===== config.mk =====
export PLATFORM = sky130hd
export DESIGN_NAME = cla_serial_subtractor
export DESIGN_NICKNAME = d
export VERILOG_FILES = /design/src/rtl/cla_serial_subtractor.sv
export SDC_FILE = /design/constraint.sdc
export NUM_CORES = 1
export LEC_CHECK = 0
export ABC_AREA = 1
export CORE_ASPECT_RATIO = 1.75
export CORE_UTILIZATION = 45
export DETAILED_ROUTE_END_ITERATION = 7
export GPL_TIMING_DRIVEN = 0
export PLACE_DENSITY_LB_ADDON = 0.12
export SLEW_MARGIN = 20
export SYNTH_ARGS = -nofsm -noshare
export SYNTH_HDL_FRONTEND = slang
export SYNTH_SLANG_ARGS = --single-unit

===== constraint.sdc =====
create_clock -name i_clk -period 2.5 [get_ports i_clk]
set_clock_uncertainty 0.05 [all_clocks]
set_input_delay 0.5 -clock i_clk [delete_from_list [all_inputs] [get_ports i_clk]]
set_output_delay 0.5 -clock i_clk [all_outputs]
set_load 0.03 [all_outputs]

===== src/rtl/cla_serial_subtractor.sv =====
// Byte-serial multi-precision subtractor (A - B), LSB slice first, borrow chained in a register.
// Each slice uses flat carry-lookahead over A and inverted B; one registered output stage.
module cla_serial_subtractor #(
    parameter int unsigned WIDTH = 8,
    parameter int unsigned IDX_W = 4
) (
    input  logic             i_clk,
    input  logic             i_rst,
    input  logic             i_in_valid,
    output logic             o_in_ready,
    input  logic             i_in_first,
    input  logic             i_in_last,
    input  logic [WIDTH-1:0] i_a,
    input  logic [WIDTH-1:0] i_b,
    output logic             o_out_valid,
    input  logic             i_out_ready,
    output logic [WIDTH-1:0] o_diff,
    output logic [IDX_W-1:0] o_out_idx,
    output logic             o_out_last,
    output logic             o_borrow_out,
    output logic             o_zero,
    output logic             o_ovf
);

    localparam logic [0:0] ST_IDLE  = 1'b0;
    localparam logic [0:0] ST_CHAIN = 1'b1;

    // Flat sum-of-products: c[i] = g[i] | g[j]&p[j+1..i] ... | cin&p[0..i].
    function automatic logic [WIDTH-1:0] lookahead(input logic [WIDTH-1:0] g,
                                                   input logic [WIDTH-1:0] p,
                                                   input logic             cin);
        logic [WIDTH-1:0] c;
        logic             prod;
        c = '0;
        for (int i = 0; i < WIDTH; i++) begin
            for (int j = -1; j <= i; j++) begin
                prod = (j < 0) ? cin : g[j];
                for (int k = j + 1; k <= i; k++) begin
                    prod = prod & p[k];
                end
                c[i] = c[i] | prod;
            end
        end
        return c;
    endfunction

    logic [0:0]       r_state;
    logic             r_borrow;
    logic             r_zacc;
    logic             r_out_valid;
    logic [WIDTH-1:0] r_diff;
    logic [IDX_W-1:0] r_out_idx;
    logic             r_out_last;
    logic             r_borrow_out;
    logic             r_zero;
    logic             r_ovf;

    logic             w_accept;
    logic             w_start;
    logic             w_cin;
    logic [WIDTH-1:0] w_g;
    logic [WIDTH-1:0] w_p;
    logic [WIDTH-1:0] w_c;
    logic [WIDTH-1:0] w_sum;
    logic [IDX_W-1:0] w_idx;
    logic             w_zacc;
    logic             w_ovf;

    assign o_in_ready = ~r_out_valid | i_out_ready;
    assign w_accept   = i_in_valid & o_in_ready;
    assign w_start    = i_in_first | (r_state == ST_IDLE);
    assign w_cin      = w_start ? 1'b1 : ~r_borrow;

    always_comb begin
        w_g   = i_a & ~i_b;
        w_p   = i_a ^ ~i_b;
        w_c   = lookahead(w_g, w_p, w_cin);
        w_sum = w_p ^ {w_c[WIDTH-2:0], w_cin};
    end

    // Output index register doubles as the chain's previous-beat index.
    assign w_idx  = w_start ? '0 : r_out_idx + 1'b1;
    assign w_zacc = (w_sum == '0) & (w_start | r_zacc);
    assign w_ovf  = w_c[WIDTH-1] ^ w_c[WIDTH-2];

    always_ff @(posedge i_clk) begin
        if (i_rst) begin
            r_state      <= ST_IDLE;
            r_borrow     <= 1'b0;
            r_zacc       <= 1'b1;
            r_out_valid  <= 1'b0;
            r_diff       <= '0;
            r_out_idx    <= '0;
            r_out_last   <= 1'b0;
            r_borrow_out <= 1'b0;
            r_zero       <= 1'b0;
            r_ovf        <= 1'b0;
        end else if (w_accept) begin
            r_state      <= i_in_last ? ST_IDLE : ST_CHAIN;
            r_borrow     <= ~w_c[WIDTH-1];
            r_zacc       <= w_zacc;
            r_out_valid  <= 1'b1;
            r_diff       <= w_sum;
            r_out_idx    <= w_idx;
            r_out_last   <= i_in_last;
            r_borrow_out <= i_in_last & ~w_c[WIDTH-1];
            r_zero       <= i_in_last & w_zacc;
            r_ovf        <= i_in_last & w_ovf;
        end else if (i_out_ready) begin
            r_out_valid  <= 1'b0;
        end
    end

    assign o_out_valid  = r_out_valid;
    assign o_diff       = r_diff;
    assign o_out_idx    = r_out_idx;
    assign o_out_last   = r_out_last;
    assign o_borrow_out = r_borrow_out;
    assign o_zero       = r_zero;
    assign o_ovf        = r_ovf;

endmodule

==> flow_metrics.tcl <==
set metrics [dict create \
    cts.path.max_buffers 2 \
    layoutNonFillerInstCount 233 \
    wl_per_cell_um 11.6 \
    min_from "o_borrow_out$_SDFFE_PP0P_" \
    min_period_ps 2340 \
    ys_seq_elements 20 \
    cp-end-kind "register" \
    clk_latency_ps 260 \
    synth_compound_area_frac 0.121 \
    yosys-top-cells-count "inv_1 (30), nand2_1 (26), dfxtp_1 (20), nand3_1 (13), nor2_1 (11)" \
    first_iter_violations 26 \
    cts_tree "done" \
    synth_area_leaders "dfxtp_1 (34%), ha_1 (11%), inv_1 (9.5%)" \
    top_usage_layer "met2" \
    synthMuxAreaShare 0 \
    hold_violations 0 \
    chipWidth_um 40.7 \
    use_met2 0.392 \
    power_density_nw_per_um2 515 \
    multiInputGateArea_um2 692 \
    io-pin-count 40 \
    first_pass_iters 4 \
    worst_pin_slew_ps 518 \
    r2r_cells 20 \
    cts_hold_buf 0 \
    status "completed" \
    p_leak_nw 0.841 \
    cts-root-buf "clkbuf_8" \
    slew_violations 0 \
    ff2ff_setup_slack_ps 390 \
    cts_made_buffers 3 \
    fin_crit_sh 0.935 \
    setup_viol 0 \
    antennaDiodeCount 0 \
    hold_depth 2 \
    worst-path-max-fanout 3 \
    synth-simple-area-share 0.272 \
    use_met3 0.0128 \
    ys.flop_type "dfxtp_1" \
    synth_top_area_share 0.339 \
    cp.arrival_ps 2500 \
    yosysWarnings 0 \
    gr-usage-met1 0.247 \
    async_flop_share 0 \
    synthesis.nets 196 \
    relSlewSlack 0.654 \
    grt_max_degree 12 \
    syn_area_um2 1180 \
    yosysMostFrequentCell "inv_1" \
    worstReg2RegStart "r_state$_SDFFE_PP0P_" \
    synth_top_family_by_area "simple AND/OR/NAND/NOR gates" \
    synthAdderAreaFrac 0.123 \
    ant_nets 0 \
    initial_core_util 0.474 \
    syn_to_final_growth_pct 45.3 \
    synth_top_area_cell "dfxtp_1" \
    synthXorXnorAreaFrac 0.0297 \
    fillers 217 \
    grt_usage 0.216 \
    drc 0 \
    crit-reg2reg-capture "o_diff[7]$_SDFFE_PP0P_" \
    vdd_drop_max_mv 0.302 \
    nNetsFinal 241 \
    io_buffers 38 \
    gp_congestion 0.720 \
    max_cap_viol_count 0 \
    start_kind "input port" \
    dieArea_um2 2840 \
    rsz0062_at_grt "no" \
    die_h_um 69.8 \
    seq_area_frac_synth 0.339 \
    num_rows 24 \
    required_ps 2660 \
    seqCellArea_um2 400 \
    grt_overflow 0 \
    dp_hpwl_mm 2.08 \
    synth_enable_flop_cells 0 \
    whs_ps 423 \
    hp-class "register to register" \
    fmax_mhz 428 \
    synth_cell_type_count 26 \
    vias 1167 \
    total_power_w 0.000884 \
    min_to "o_borrow_out$_SDFFE_PP0P_" \
    design_area_um2 1720 \
    clkTransAtPathRegs_ps 80 \
    via_per_inst 5.01 \
    place_worst_setup_slack_ps -263 \
    grt_pass1_wl_mm 4.57 \
    cts.sinks 20 \
    antenna_found_initial 0 \
    grt_pass1_vias 1163 \
    place_area_um2 1590 \
    core_area_um2 2490 \
    place_inst 227 \
    htreeDepth 1 \
    drive_gt1_frac 0.169 \
    critPathKind "input port to register" \
    avgSynthCellArea_um2 7.25 \
    drt_wl_total_mm 2.70 \
    worst_slack_ps 161 \
    synthCells 163 \
]
==> critical path, stage by stage <==
cell and delay (ps):
clkdlybuf4s50_1 430, ha_1 300, ha_1 190, nand2_2 80
nand2_1 80, nand2_2 90, nand2_2 70, nand2_2 70
nand2_2 50, nand2_2 70, nand2_2 70, nand2_4 70
nand2_2 70, nand2_4 90, nand2_4 60, nand2_1 70
o211ai_2 80, inv_2 50
==> through the flow <==
stage | util | TNS [ps]
final | 0.689 | 0
after global routing | 0.689 | 0
after CTS | 0.663 | 0
after detailed placement | 0.640 | -1460
after global placement | 0.640 | -1150
after floorplan | - | 0
==> cells in the final DEF, fill, tap and decap left out, types with 2 or more instances in the layout <==
cell type         n
nand2_1          23
clkdlybuf4s50_1  36
inv_1            28
nand3_1          11
buf_4             2
clkbuf_1          3
nor2_1            9
nand2_2           9
nor2_2            4
nand2_4           4
o21ai_0           7
xor2_1            3
dfxtp_1          20
o211ai_1          3
nand3_2           3
inv_2             3
dlymetal6s2s_1    2
a21oi_1          10
clkbuf_8          4
ha_1             10
nand4_1           2
==> logic make-up after synthesis <==
group                    Yosys count
flip-flops                        20
buffers and inverters             36
AO/OA/AOI/OAI                     24
adder cells (fa/ha/maj)           11
XOR/XNOR                           4
AND/OR/NAND/NOR                   68
==> worst max-delay path by stage <==
| stage | start | to | slack (ps) | depth (start not counted) |
|---|---|---|---|---|
| 6_report | i_a[0] | o_diff[7]$_SDFFE_PP0P_ | 160 | 18 |
| 4_1_cts | i_in_first | o_diff[7]$_SDFFE_PP0P_ | 9 | 20 |
| 3_5_place_dp | i_in_first | o_diff[7]$_SDFFE_PP0P_ | -260 | 20 |
| 3_3_place_gp | i_in_first | o_zero$_SDFFE_PP0P_ | -230 | 13 |
| 2_1_floorplan | i_in_first | o_zero$_SDFFE_PP0P_ | 350 | 12 |
| 5_1_grt | i_a[0] | o_diff[7]$_SDFFE_PP0P_ | 20 | 18 |
==> final cells by class <==
type | instances | share of cell area
buffer | 4 | 0.00948
clock buffer | 4 | 0.0321
sequential | 20 | 0.233
multi-input combinational | 107 | 0.403
inverter | 32 | 0.0700
tap | 26 | 0.0190
timing repair buffer | 40 | 0.233
==> power breakdown <==
| group | switching (W) | internal, W |
|---|---|---|
| sequential | 0.0000130 | 0.000341 |
| combinational | 0.000158 | 0.000122 |
| clock | 0.000110 | 0.000140 |
==> flip-flops by register name (all words and copies together), names as in the netlist <==
name / flops
o_zero: 1
o_borrow_out: 1
r_state: 1
r_zacc: 1
o_out_idx: 4
o_out_valid: 1
o_diff: 8
o_out_last: 1
r_borrow: 1
o_ovf: 1
==> what timing repair did <==
item | CTS | global route
cloned | 0 | 0
buffers inserted | 0 | 2
pin swaps | 0 | 11
endpoints found under the setup margin | 1 | 7
gates resized for setup | 1 | 16
==> routing by layer <==
| layer | wire [um] | vias up |
|---|---|---|
| met1 | 1080 | 529 |
| li1 | - | 601 |
| met3 | 113 | 5 |
| met5 | 0 | - |
| met2 | 1480 | 32 |
| met4 | 28 | 0 |
(Power assumes the default switching activity.)
